--- config.mk ---
export PLATFORM = sky130hd
export DESIGN_NAME = mu_fifo_wr_arb_flat
export DESIGN_NICKNAME = d
export VERILOG_FILES = /design/src/rtl/mu_fifo_pkg.sv /design/src/rtl/mu_fifo_wr_arb_if.sv /design/src/rtl/mu_rr_arbiter.sv /design/src/rtl/mu_fifo_wr_arb.sv /design/src/flat_wrapper.sv
export SDC_FILE = /design/constraint.sdc
export NUM_CORES = 1
export LEC_CHECK = 0
export CELL_PAD_IN_SITES_DETAIL_PLACEMENT = 0
export CELL_PAD_IN_SITES_GLOBAL_PLACEMENT = 1
export CORE_MARGIN = 10
export CORE_UTILIZATION = 20
export DETAILED_ROUTE_END_ITERATION = 8
export PLACE_DENSITY_LB_ADDON = 0.1
export SLEW_MARGIN = 15
export SYNTH_ARGS = -nofsm -noshare
export SYNTH_HDL_FRONTEND = slang
export SYNTH_SLANG_ARGS = --single-unit
--- constraint.sdc ---
create_clock -name wr_clk -period 2.5 [get_ports wr_clk]
set_input_delay 0.75 -clock wr_clk [delete_from_list [all_inputs] [get_ports wr_clk]]
set_output_delay 0.75 -clock wr_clk [all_outputs]
set_load 0.05 [all_outputs]
--- src/rtl/mu_fifo_pkg.sv ---
// Shared constants for the mu_fifo write-side arbiter.
package mu_fifo_pkg;

    // Arbiter FSM encodings
    localparam logic [1:0] ST_IDLE = 2'd0;
    localparam logic [1:0] ST_XFER = 2'd1;
    localparam logic [1:0] ST_GAP  = 2'd2;

    // Extra bits on top of AW for the fifo_used + BURST space check
    localparam int unsigned SPACE_EXTRA_W = 2;

endpackage

--- src/rtl/mu_fifo_wr_arb_if.sv ---
// Producer/FIFO-side bundle of the write arbiter. The master modport is the
// environment (producers and FIFO status); the slave modport is the arbiter.
interface mu_fifo_wr_arb_if #(
    parameter int unsigned NREQ  = 4,
    parameter int unsigned DW    = 16,
    parameter int unsigned DEPTH = 16
);
    localparam int unsigned AW = $clog2(DEPTH);

    logic [NREQ-1:0]    req_valid;
    logic [NREQ*DW-1:0] req_data;
    logic [NREQ-1:0]    req_last;
    logic [NREQ-1:0]    req_ready;
    logic [DW-1:0]      fifo_din;
    logic               fifo_valid;
    logic               fifo_ready;
    logic [AW:0]        fifo_used;

    modport master (
        output req_valid, req_data, req_last, fifo_ready, fifo_used,
        input  req_ready, fifo_din, fifo_valid
    );

    modport slave (
        input  req_valid, req_data, req_last, fifo_ready, fifo_used,
        output req_ready, fifo_din, fifo_valid
    );
endinterface

--- src/rtl/mu_rr_arbiter.sv ---
// Combinational round-robin pick: first valid requester searching upward
// from rr_ptr+1 (mod NREQ).
module mu_rr_arbiter #(
    parameter int unsigned NREQ = 4,
    localparam int unsigned IW  = $clog2(NREQ)
) (
    input  logic [NREQ-1:0] req_valid,
    input  logic [IW-1:0]   rr_ptr,
    output logic            found,
    output logic [IW-1:0]   idx
);

    // Scan candidates in priority order, keep the first hit
    always_comb begin
        int unsigned cand;
        cand  = 0;
        found = 1'b0;
        idx   = '0;
        for (int i = 1; i <= int'(NREQ); i++) begin
            cand = (int'(rr_ptr) + i) % NREQ;
            if (!found && req_valid[cand]) begin
                found = 1'b1;
                idx   = cand[IW-1:0];
            end
        end
    end

endmodule

--- src/rtl/mu_fifo_wr_arb.sv ---
// Write-side arbiter and burst scheduler for mu_fifo_async. Round-robin,
// burst-granular grants; a burst starts only when the FIFO can hold it whole.
// Optional stall-timeout release is built when MU_FIFO_ARB_TIMEOUT_EN is defined.
module mu_fifo_wr_arb
    import mu_fifo_pkg::*;
#(
    parameter int unsigned NREQ    = 4,
    parameter int unsigned DW      = 16,
    parameter int unsigned DEPTH   = 16,
    parameter int unsigned BURST   = 4,
    parameter int unsigned TIMEOUT = 15,
    localparam int unsigned AW     = $clog2(DEPTH),
    localparam int unsigned IW     = $clog2(NREQ)
) (
    input  logic                  wr_clk,
    input  logic                  wr_nreset,
    mu_fifo_wr_arb_if.slave       bus,
    output logic [IW-1:0]         grant_id,
    output logic                  busy,
    output logic                  err_timeout
);

    localparam int unsigned SW = AW + SPACE_EXTRA_W;
    localparam int unsigned BW = $clog2(BURST + 1);

    // Reject configurations the scheduler cannot honour
    if (NREQ < 2) begin : g_bad_nreq
        $error("mu_fifo_wr_arb: NREQ must be >= 2");
    end
    if (BURST < 1 || BURST > DEPTH) begin : g_bad_burst
        $error("mu_fifo_wr_arb: BURST must be in 1..DEPTH");
    end
    if (TIMEOUT < 1) begin : g_bad_timeout
        $error("mu_fifo_wr_arb: TIMEOUT must be >= 1");
    end

    logic [1:0]    state_q, state_d;
    logic [IW-1:0] grant_q, grant_d;
    logic [IW-1:0] rr_ptr_q, rr_ptr_d;
    logic [BW-1:0] beat_q, beat_d;

    logic          arb_found;
    logic [IW-1:0] arb_idx;
    logic [SW-1:0] space_sum;
    logic          space_ok;
    logic          in_xfer;
    logic          g_valid;
    logic          beat;
    logic          burst_end;
    logic          timeout_hit;

    logic [NREQ-1:0] ready_c;
    logic [DW-1:0]   din_c;
    logic            valid_c;

    mu_rr_arbiter #(
        .NREQ (NREQ)
    ) u_arb (
        .req_valid (bus.req_valid),
        .rr_ptr    (rr_ptr_q),
        .found     (arb_found),
        .idx       (arb_idx)
    );

    // Widened so fifo_used + BURST cannot wrap
    assign space_sum = SW'(bus.fifo_used) + SW'(BURST);
    assign space_ok  = (space_sum <= SW'(DEPTH));

    assign in_xfer   = (state_q == ST_XFER);
    assign g_valid   = bus.req_valid[grant_q];
    assign beat      = in_xfer && g_valid && bus.fifo_ready;
    assign burst_end = beat && (bus.req_last[grant_q] || (beat_q == BW'(BURST - 1)));

`ifdef MU_FIFO_ARB_TIMEOUT_EN
    localparam int unsigned TW = $clog2(TIMEOUT + 1);

    logic [TW-1:0] stall_q, stall_d;
    logic          err_q;

    // Release on the cycle the stall count would reach TIMEOUT
    assign timeout_hit = in_xfer && !g_valid && (stall_q == TW'(TIMEOUT - 1));
    assign stall_d     = (in_xfer && !g_valid) ? stall_q + TW'(1) : '0;

    // Stall counter and sticky timeout flag
    always_ff @(posedge wr_clk or negedge wr_nreset) begin
        if (!wr_nreset) begin
            stall_q <= '0;
            err_q   <= 1'b0;
        end else begin
            stall_q <= timeout_hit ? '0 : stall_d;
            if (timeout_hit) begin
                err_q <= 1'b1;
            end
        end
    end

    assign err_timeout = err_q;
`else
    assign timeout_hit = 1'b0;
    assign err_timeout = 1'b0;
`endif

    // Next-state: arbitrate in IDLE, count beats in XFER, one-cycle GAP
    always_comb begin
        state_d  = state_q;
        grant_d  = grant_q;
        rr_ptr_d = rr_ptr_q;
        beat_d   = beat_q;
        case (state_q)
            ST_IDLE: begin
                if (arb_found && space_ok) begin
                    grant_d = arb_idx;
                    beat_d  = '0;
                    state_d = ST_XFER;
                end
            end
            ST_XFER: begin
                if (burst_end || timeout_hit) begin
                    rr_ptr_d = grant_q;
                    beat_d   = '0;
                    state_d  = ST_GAP;
                end else if (beat) begin
                    beat_d = beat_q + BW'(1);
                end
            end
            ST_GAP: begin
                state_d = ST_IDLE;
            end
            default: begin
                state_d = ST_IDLE;
            end
        endcase
    end

    // FSM, grant and round-robin pointer registers
    always_ff @(posedge wr_clk or negedge wr_nreset) begin
        if (!wr_nreset) begin
            state_q  <= ST_IDLE;
            grant_q  <= '0;
            rr_ptr_q <= IW'(NREQ - 1);
            beat_q   <= '0;
        end else begin
            state_q  <= state_d;
            grant_q  <= grant_d;
            rr_ptr_q <= rr_ptr_d;
            beat_q   <= beat_d;
        end
    end

    // Pass-through datapath from the granted requester, gated outside XFER
    always_comb begin
        ready_c = '0;
        valid_c = 1'b0;
        din_c   = bus.req_data[grant_q*DW +: DW];
        if (in_xfer) begin
            valid_c          = g_valid;
            ready_c[grant_q] = bus.fifo_ready;
        end
    end

    assign bus.req_ready  = ready_c;
    assign bus.fifo_valid = valid_c;
    assign bus.fifo_din   = din_c;
    assign grant_id       = grant_q;
    assign busy           = (state_q != ST_IDLE);

endmodule

--- src/flat_wrapper.sv ---
// flat-port wrapper written by rule: the top's interface ports become plain ports
module mu_fifo_wr_arb_flat import mu_fifo_pkg::*;
#(
    parameter int unsigned NREQ    = 4,
    parameter int unsigned DW      = 16,
    parameter int unsigned DEPTH   = 16,
    parameter int unsigned BURST   = 4,
    parameter int unsigned TIMEOUT = 15,
    localparam int unsigned AW     = $clog2(DEPTH),
    localparam int unsigned IW     = $clog2(NREQ)
)
  (wr_clk, wr_nreset, grant_id, busy, err_timeout, bus_req_valid, bus_req_data, bus_req_last, bus_fifo_ready, bus_fifo_used, bus_req_ready, bus_fifo_din, bus_fifo_valid);
  mu_fifo_wr_arb_if #(.NREQ(NREQ), .DW(DW), .DEPTH(DEPTH)) bus_i ();
  input  logic wr_clk;
  input  logic wr_nreset;
  output logic [IW-1:0] grant_id;
  output logic busy;
  output logic err_timeout;
  input wire logic [$bits(bus_i.req_valid)-1:0] bus_req_valid;
  input wire logic [$bits(bus_i.req_data)-1:0] bus_req_data;
  input wire logic [$bits(bus_i.req_last)-1:0] bus_req_last;
  input wire logic [$bits(bus_i.fifo_ready)-1:0] bus_fifo_ready;
  input wire logic [$bits(bus_i.fifo_used)-1:0] bus_fifo_used;
  output wire logic [$bits(bus_i.req_ready)-1:0] bus_req_ready;
  output wire logic [$bits(bus_i.fifo_din)-1:0] bus_fifo_din;
  output wire logic [$bits(bus_i.fifo_valid)-1:0] bus_fifo_valid;
  assign bus_i.req_valid = bus_req_valid;
  assign bus_i.req_data = bus_req_data;
  assign bus_i.req_last = bus_req_last;
  assign bus_i.fifo_ready = bus_fifo_ready;
  assign bus_i.fifo_used = bus_fifo_used;
  assign bus_req_ready = bus_i.req_ready;
  assign bus_fifo_din = bus_i.fifo_din;
  assign bus_fifo_valid = bus_i.fifo_valid;
  mu_fifo_wr_arb #(.NREQ(NREQ), .DW(DW), .DEPTH(DEPTH), .BURST(BURST), .TIMEOUT(TIMEOUT)) u_core (.wr_clk(wr_clk), .wr_nreset(wr_nreset), .bus(bus_i), .grant_id(grant_id), .busy(busy), .err_timeout(err_timeout));
endmodule
==> impl_metrics.ini <==
[hold_path]
hp-class = reg -> reg

[setup_path]
slowest_delay_ns = 0.50
crit_fanout = 2
endpoint_kind = primary output
crit_path_top_delay_cell = mux4_2
worstSetupPathType = in -> out
worstPathCellList = buf_2, mux4_2, and2_4, buf_8
cp.required_ns = 1.75
arrival_ns = 1.66
start_kind = input pin

[routing]
drcViolationCount = 0
dr.pass1.iters = 4
route.vias.total = 1157
drt_iter0_markers = 35
vias_per_cell = 4.50
wire_per_inst_um = 19.3
drt-total-wl_um = 4970
final_antenna_net_count = 0

[grt]
grt_usage = 0.119
grt-ovfl-total = 0
grt_pass1_vias = 1303
grt_max_degree = 21
antenna_found_initial = 0
grt_pass1_wl_um = 7950

[timing]
tns_ns = 0
skew_ns = 0.00507
setup_viol = 0
fmax_mhz = 415
relSlewSlack = 0.667
min_period_ns = 2.41
whs_ns = 0.542
worst_pin_slew_ns = 0.498
grt_setup_unrepaired = no
period_share = 0.964
hold_viol_final = 0
slew_viol_final = 0
setup_ws_ns = 0.0893

[final_layout]
nets = 273
fin_area_um2 = 2260
num_antenna_cells = 0
syn2layout_area_growth_pct = 125
fillers = 495
drive_above_1_share = 0.384
final_common_cell = dlygate4sd2_1
final_cell_mix = dlygate4sd2_1 (65), mux4_2 (18), buf_8 (17)

[placed_design]
placed_area_um2 = 2180
dpl_worst_slack_ns = -0.310
io_buffers = 103
post-dp-hpwl_um = 4340
globalplace.congestion = 0.734

[clock_tree]
htree_num_levels = 1
clock_tree.root_cell = clkbuf_8
cts.sinks = 9
cts_hold_buf = 0
clk_path_buf_depth = 2
numCtsBuffers = 3
post_cts_buffers = 0
clk_pin_slew_ns = 0.04
insertion_delay_ns = 0.23
cts_tree = done

[floorplan]
fp.dieH_um = 91.0
design.die.area_um2 = 8280
rows = 25
start_util = 0.209
pin_count = 105
core_um2 = 4820
die_w_um = 91.0

[logic_synthesis]
synth_area_leaders = mux4_2 (40%), dfrtp_1 (17%), dfstp_2 (5.2%), ha_1 (2.5%), buf_6 (2.2%)
netlist_instances = 82
avgSynthCellArea_um2 = 12.3
synth-seq-cells = 9
synth_top_area_share = 0.402
synth_top_family_by_area = multiplexers
yosys_warnings = 0
async_reset_ff_frac = 1.00
ys.flop_type = dfrtp_1
syn_nets = 164
synth_edf_count = 0
yosysUniqueCellTypes = 38
yosysSeqAreaShare = 0.226
synth_xor_area_frac = 0
synthSimpleGateAreaFrac = 0.146
yosysTopAreaCell = mux4_2
yosys.area_share.adder = 0.0248
synth_mux_area_frac = 0.434
synth_area_um2 = 1010
synth_compound_area_frac = 0.104

[run_status]
status = finished, final reports clean

[pwr]
power.leakage_nw = 1.03
p_total_mw = 2.57
peakVddDrop_v = 0.000516
p_per_area_nw_per_um2 = 1130

[flow_run]
max_cap_viol_count = 0
-- per-stage QoR --
step	util	std cells
2_1_floorplan	-	82
3_5_place_dp	0.453	253
4_1_cts	0.472	257
3_3_place_gp	0.453	253
6_report	0.470	257
5_1_grt	0.470	257
-- report_power, final --
part	switching [mW]	internal [mW]
Combinational	1.12	0.988
Sequential	0.0737	0.221
Clock	0.0547	0.111
Total	1.25	1.32
-- cell families after synthesis --
group,count (synthesis)
adder cells (fa/ha/maj),2
other,1
multiplexers,21
flip-flops,9
AO/OA/AOI/OAI,13
AND/OR/NAND/NOR,25
buffers and inverters,11
-- flip-flops by register name, summed over array words and instances (netlist names) --
signal           flops
u_core.beat_q        3
u_core.state_q       2
u_core.rr_ptr_q      2
u_core.grant_id      2
-- critical path: cells and delay by family --
family                 cells  cell delay [ns]
buffers and inverters      2             0.24
AND/OR/NAND/NOR            1             0.17
multiplexers               1             0.50
-- final timing paths --
| kind | start | to | slack (ns) | cells after the start |
|---|---|---|---|---|
| hold reg to reg | u_core.beat_q[1]$_DFFE_PN0P_ | u_core.beat_q[1]$_DFFE_PN0P_ | 0.54 | 2 |
| hold / removal | u_core.beat_q[1]$_DFFE_PN0P_ | u_core.beat_q[1]$_DFFE_PN0P_ | 0.54 | 2 |
| min in group asynchronous | wr_nreset | u_core.grant_id[1]$_DFFE_PN0P_ | 0.83 | 1 |
| setup reg to reg | u_core.grant_id[0]$_DFFE_PN0P_ | u_core.beat_q[2]$_DFFE_PN0P_ | 0.50 | 5 |
| max in group asynchronous | wr_nreset | u_core.rr_ptr_q[0]$_DFFE_PN1P_ | 1.35 | 1 |
| setup / recovery | bus_req_valid[3] | bus_fifo_valid | 0.09 | 4 |
-- Yosys cell counts (2+ instances only) --
cell type / number
and3b_1: 2
nand3_1: 4
buf_6: 2
clkbuf_1: 4
mux4_2: 18
nand2_1: 6
ha_1: 2
inv_1: 3
a21oi_1: 2
o21ai_0: 2
o21ai_1: 2
mux2_2: 2
dfrtp_1: 7
dfstp_2: 2
-- final cells by class --
cell class / count / area (um2) / share of cell area
clock buffers: 4 / 45.0 / 0.0199
flip-flops and latches: 9 / 229 / 0.101
multi-input cells: 62 / 741 / 0.327
repair buffers: 112 / 1150 / 0.510
well taps: 67 / 83.8 / 0.0370
inverters: 3 / 11.3 / 0.00497
-- repair_timing --
action / in CTS / in global routing
setup endpoints to repair: 20 / 1
gates cloned: 0 / 0
pin swaps: 3 / 0
gates resized for setup: 116 / 2
-- per-layer routing --
metal  up-vias  part of all wire  GRT usage
met3         2             0.089     0.0370
li1        543                 -          -
met2        73              0.49      0.205
met5         -                 0          0
met4         0            0.0034     0.0196
met1       539              0.42      0.143
Note: power is estimated with default switching activity, not from simulation.
